$ cat src/rtl/and_gate_sched_pkg.sv
// Shared types and constants for the RSFQ and_gate scheduler.
package and_gate_sched_pkg;

  typedef enum logic [2:0] {
    S_IDLE,
    S_DRIVE,
    S_SETUP,
    S_CLOCK,
    S_CAPTURE,
    S_DONE,
    S_HOLD
  } state_t;

  localparam int unsigned DEF_NREQ      = 4;
  localparam int unsigned DEF_SETUP_CYC = 2;
  localparam int unsigned DEF_RESP_CYC  = 4;
  localparam int unsigned DEF_HOLD_CYC  = 2;

  // Counter must hold the largest load: setup, response, or the reset drain (resp + hold).
  function automatic int unsigned cnt_width(input int unsigned s, input int unsigned r,
                                            input int unsigned h);
    int unsigned m;
    m = s;
    if (r > m) m = r;
    if (h + r > m) m = h + r;
    return $clog2(m + 1);
  endfunction

endpackage

$ cat src/rtl/rr_arbiter.sv
// Round-robin pick: first asserted request at or after the pointer, wrapping.
module rr_arbiter #(
  parameter int unsigned NREQ = 4,
  parameter int unsigned IW   = $clog2(NREQ)
) (
  input  logic [NREQ-1:0] req,
  input  logic [IW-1:0]   ptr,
  output logic [NREQ-1:0] grant_oh,
  output logic [IW-1:0]   idx,
  output logic            vld
);

  int unsigned     j;
  logic [IW-1:0]   jj;

  always_comb begin
    grant_oh = '0;
    idx      = '0;
    vld      = 1'b0;
    j        = 0;
    jj       = '0;
    for (int unsigned i = 0; i < NREQ; i++) begin
      j = 32'(ptr) + i;
      if (j >= NREQ) j = j - NREQ;
      jj = IW'(j);
      if (!vld && req[jj]) begin
        vld          = 1'b1;
        idx          = jj;
        grant_oh[jj] = 1'b1;
      end
    end
  end

endmodule

$ cat src/rtl/and_gate_scheduler.sv
// Shares one RSFQ and_gate among NREQ requesters: operand pulses, setup wait,
// gate clock, response capture, result return, then a hold gap.
module and_gate_scheduler
  import and_gate_sched_pkg::*;
#(
  parameter int unsigned NREQ      = DEF_NREQ,
  parameter int unsigned SETUP_CYC = DEF_SETUP_CYC,
  parameter int unsigned RESP_CYC  = DEF_RESP_CYC,
  parameter int unsigned HOLD_CYC  = DEF_HOLD_CYC,
  localparam int unsigned IW       = $clog2(NREQ)
) (
  input  logic            clk,
  input  logic            rst,
  input  logic [NREQ-1:0] req,
  input  logic [NREQ-1:0] a_bit,
  input  logic [NREQ-1:0] b_bit,
  output logic [NREQ-1:0] grant,
  output logic            done,
  output logic [IW-1:0]   done_id,
  output logic            result,
  output logic            mismatch,
  output logic            gate_a,
  output logic            gate_b,
  output logic            gate_clk,
  input  logic            gate_out
);

  localparam int unsigned CW = cnt_width(SETUP_CYC, RESP_CYC, HOLD_CYC);
  localparam logic [CW-1:0] SETUP_LD = CW'(SETUP_CYC);
  localparam logic [CW-1:0] RESP_LD  = CW'(RESP_CYC);
  localparam logic [CW-1:0] HOLD_LD  = CW'(HOLD_CYC);
  localparam logic [CW-1:0] DRAIN_LD = CW'(RESP_CYC + HOLD_CYC);

  state_t          state;
  logic [CW-1:0]   cnt;
  logic [IW-1:0]   ptr;
  logic [IW-1:0]   id;
  logic            op_a;
  logic            op_b;
  logic            seen;
  logic            seen_nx;
  logic            last_cnt;
  logic [NREQ-1:0] pick_oh;
  logic [IW-1:0]   pick_idx;
  logic            pick_vld;

  rr_arbiter #(.NREQ(NREQ), .IW(IW)) u_arb (
    .req      (req),
    .ptr      (ptr),
    .grant_oh (pick_oh),
    .idx      (pick_idx),
    .vld      (pick_vld)
  );

  assign seen_nx  = seen | gate_out;
  assign last_cnt = (cnt <= CW'(1));

  // Reset parks in HOLD so any stale gate pulse drains out before the next operation.
  always_ff @(posedge clk or posedge rst) begin
    if (rst) begin
      state    <= S_HOLD;
      cnt      <= DRAIN_LD;
      ptr      <= '0;
      id       <= '0;
      op_a     <= 1'b0;
      op_b     <= 1'b0;
      seen     <= 1'b0;
      grant    <= '0;
      done     <= 1'b0;
      done_id  <= '0;
      result   <= 1'b0;
      mismatch <= 1'b0;
      gate_a   <= 1'b0;
      gate_b   <= 1'b0;
      gate_clk <= 1'b0;
    end else begin
      gate_a   <= 1'b0;
      gate_b   <= 1'b0;
      gate_clk <= 1'b0;
      done     <= 1'b0;
      case (state)
        S_IDLE: begin
          if (pick_vld) begin
            id     <= pick_idx;
            op_a   <= a_bit[pick_idx];
            op_b   <= b_bit[pick_idx];
            grant  <= pick_oh;
            gate_a <= a_bit[pick_idx];
            gate_b <= b_bit[pick_idx];
            state  <= S_DRIVE;
          end
        end
        S_DRIVE: begin
          cnt   <= SETUP_LD;
          state <= S_SETUP;
        end
        S_SETUP: begin
          cnt <= (cnt != '0) ? cnt - 1'b1 : '0;
          if (last_cnt) begin
            gate_clk <= 1'b1;
            state    <= S_CLOCK;
          end
        end
        S_CLOCK: begin
          seen  <= 1'b0;
          cnt   <= RESP_LD;
          state <= S_CAPTURE;
        end
        S_CAPTURE: begin
          seen <= seen_nx;
          cnt  <= (cnt != '0) ? cnt - 1'b1 : '0;
          if (last_cnt) begin
            done     <= 1'b1;
            done_id  <= id;
            result   <= seen_nx;
            mismatch <= seen_nx ^ (op_a & op_b);
            ptr      <= (id == IW'(NREQ - 1)) ? '0 : id + 1'b1;
            state    <= S_DONE;
          end
        end
        S_DONE: begin
          grant <= '0;
          cnt   <= HOLD_LD;
          state <= (HOLD_CYC == 0) ? S_IDLE : S_HOLD;
        end
        S_HOLD: begin
          cnt <= (cnt != '0) ? cnt - 1'b1 : '0;
          if (last_cnt) state <= S_IDLE;
        end
        default: state <= S_IDLE;
      endcase
    end
  end

endmodule

$ cat config.mk
export PLATFORM = sky130hd
export DESIGN_NAME = and_gate_scheduler
export DESIGN_NICKNAME = d
export VERILOG_FILES = /design/src/rtl/and_gate_sched_pkg.sv /design/src/rtl/rr_arbiter.sv /design/src/rtl/and_gate_scheduler.sv
export SDC_FILE = /design/constraint.sdc
export NUM_CORES = 1
export LEC_CHECK = 0
export ABC_AREA = 0
export CAP_MARGIN = 20
export CORE_ASPECT_RATIO = 1.5
export CORE_MARGIN = 10
export CORE_UTILIZATION = 55
export DETAILED_ROUTE_END_ITERATION = 12
export PLACE_DENSITY = 0.89
export SETUP_SLACK_MARGIN = 0.1
export SYNTH_ARGS = -nofsm -noshare
export SYNTH_HDL_FRONTEND = slang
export SYNTH_HIERARCHICAL = 1
export SYNTH_SLANG_ARGS = --single-unit
$ cat constraint.sdc
create_clock -name clk -period 8.8 [get_ports clk]
set_input_delay 2.2 -clock clk [delete_from_list [all_inputs] [get_ports clk]]
set_output_delay 2.2 -clock clk [all_outputs]
set_load 0.02 [all_outputs]
==> reports/metrics.csv <==
stage,metric,value,unit
sta,setup_viol,0,
yosys,post_synth.cell_area_avg,11.1,sq um
critical_path,cp-end-kind,flop,
power_and_ir_drop,p_leak,0.815,nW
cts,numCtsBuffers,3,
global_route,grt_pass1_wl,5940,um
finish,design_area,1920,sq um
sta,finalCritPeriodShare,0.541,
global_route,grt_max_degree,26,
power_and_ir_drop,powerDensity,377,nW/um^2
cts,cts_sinks,25,
finish,drive_above_1_share,0.166,
sta,max_freq,0.210,GHz
detailed_routing,remaining_drc_errors,0,
die,fp.dieW,64.1,um
run_status,status,"finished, final reports clean",
finish,area_growth,19.5,%
global_route,antenna_found_initial,0,
cts,cts_setup_buffers,0,
finish,final_common_cell,clkdlybuf4s50_1,
critical_path,cp.arrival,4.93,ns
critical_path,path_max_fanout,5,
cts,clockBufferDepth,2,
detailed_routing,avgViaCountPerCell,6.17,
die,initial_core_util,0.587,
finish,antennaDiodeCount,0,
detailed_routing,wl,3500,um
die,dieArea,5520,sq um
critical_path,start_kind,primary input,
finish,fin_cells,206,
finish,fin_nets,193,
die,io_pins,27,
yosys,synth_seq_cells,25,
placement,place_area,1870,sq um
yosys,ys_seq_area_frac,0.393,
sta,slew_headroom,0.400,
sta,fin_hold_ws,0.486,ns
cts,postCtsHoldBufs,0,
yosys,postSynthCellCount,145,
cts,ctsRootBufferMaster,clkbuf_8,
critical_path,critPathKind,in -> reg,
cts,htree_levels,1,
sta,finalHoldViolations,0,
die,fp-row-count,23,
yosys,synth-main-ff-cell,dfrtp_1,
placement,io_buffers,26,
power_and_ir_drop,vdd_drop_max,0.000264,V
detailed_routing,drt-initial-drc-count,43,
sta,finalMaxSlewViolations,0,
yosys,async_flop_share,1.00,
detailed_routing,ant_nets,0,
yosys,synthesis.area,1600,sq um
hold_path,worstHoldPathType,reg -> reg,
placement,place_congestion,0.827,
cts,cts_tree,done,
detailed_routing,via_count,1270,
global_route,track_usage,0.131,
cts,cts_resized,0,
die,chipHeight,86.1,um
yosys,synth_enable_flop_cells,0,
sta,fin_setup_tns,0,ns
cts,clk_pin_slew,0.08,ns
sta,tightestPinTransition,0.900,ns
sta,rsz0062_at_grt,false,
job,maxCapViolCount,0,
sta,fin_crit,4.77,ns
detailed_routing,wl_per_cell,17.0,um
finish,final_cell_mix,"clkdlybuf4s50_1, dfrtp_1, a22oi_1",
global_route,first_global_vias,1262,
placement,dp_cells,202,
critical_path,critPathRequiredTime,8.96,ns
yosys,ys_types,44,
cts,clk_latency,0.26,ns
sta,skew,0.00164,ns
yosys,yosys_warnings,6,
detailed_routing,drt_first_pass_iters,4,
die,core,2730,sq um
yosys,synth.net_count,168,
placement,hpwl,2830,um
global_route,overflow,0,
## cell usage after synthesis, types with 4 or more instances
library cell,number,area [sq um]
dfrtp_1,21,526
a22oi_1,13,97.6
inv_1,10,37.5
nor2_1,9,33.8
ha_1,8,100
mux2_2,8,90.1
o21ai_0,8,40.0
nand2_1,5,18.8
o2bb2ai_1,5,43.8
dfstp_2,4,105
mux4_2,4,90.1
## sequential cells by signal, indices dropped and copies added (netlist names)
name      count
gate_clk      1
op_b          1
done          1
cnt           3
result        1
done_id       2
mismatch      1
op_a          1
id            2
gate_b        1
seen          1
ptr           2
gate_a        1
state         3
grant         4
## metrics by stage
stage,utilization,setup slack (ns),power (W)
6_report,0.701,4.03,0.000722
5_1_grt,0.701,3.93,0.000779
4_1_cts,0.701,4.05,0.000724
3_5_place_dp,0.684,3.72,0.000658
3_3_place_gp,0.684,3.89,0.000626
2_1_floorplan,-,4.43,0.000556
## logic make-up after synthesis
| logic type | after synthesis | synth area share |
|---|---|---|
| AO/OA/AOI/OAI | 42 | 0.186 |
| AND/OR/NAND/NOR | 36 | 0.141 |
| flip-flops | 25 | 0.393 |
| multiplexers | 17 | 0.164 |
| buffers and inverters | 16 | 0.0484 |
| adder cells (fa/ha/maj) | 8 | 0.0624 |
| XOR/XNOR | 1 | 0.00546 |
## critical path, stage by stage
cell	delay, ns
clkdlybuf4s50_1	0.48
mux4_1	0.65
nor2b_1	0.16
nor2_1	0.05
o31ai_1	0.46
mux4_2	0.57
and3_4	0.20
a21o_1	0.15
## final timing paths
| kind | startpoint | end | slack, ns | cells after the start |
|---|---|---|---|---|
| min | op_b | op_b | 0.49 | 1 |
| min reg2reg | op_b | op_b | 0.49 | 1 |
| min in group asynchronous | rst | gate_a | 2.42 | 2 |
| max reg2reg | ptr[0] | op_a | 5.52 | 9 |
| max | req[0] | op_a | 4.03 | 8 |
| max in group asynchronous | rst | grant[1] | 5.83 | 2 |
## report_power, final
| group | internal, W | switching (W) |
|---|---|---|
| Combinational | 0.000205 | 0.000209 |
| Clock | 0.0000316 | 0.0000341 |
| Sequential | 0.000171 | 0.0000719 |
| Total | 0.000408 | 0.000315 |
## per-layer routing
metal | vias to the layer above | routed length [um] | global-route usage
met1 | 639 | 1270 | 0.125
li1 | 594 | - | -
met5 | - | 0 | 0
met4 | 0 | 102 | 0.0762
met3 | 10 | 83 | 0.0195
met2 | 27 | 2040 | 0.255
## layout make-up
cell class                 instances  area, sq um
fill                             212          817
multi-input combinational        104          896
inverter                          10         37.5
clock inverter                     1         5.00
timing repair buffer              26          260
tap                               37         46.3
clock buffer                       3         41.3
sequential                        25          631
Power figures use the tool's default switching activity.
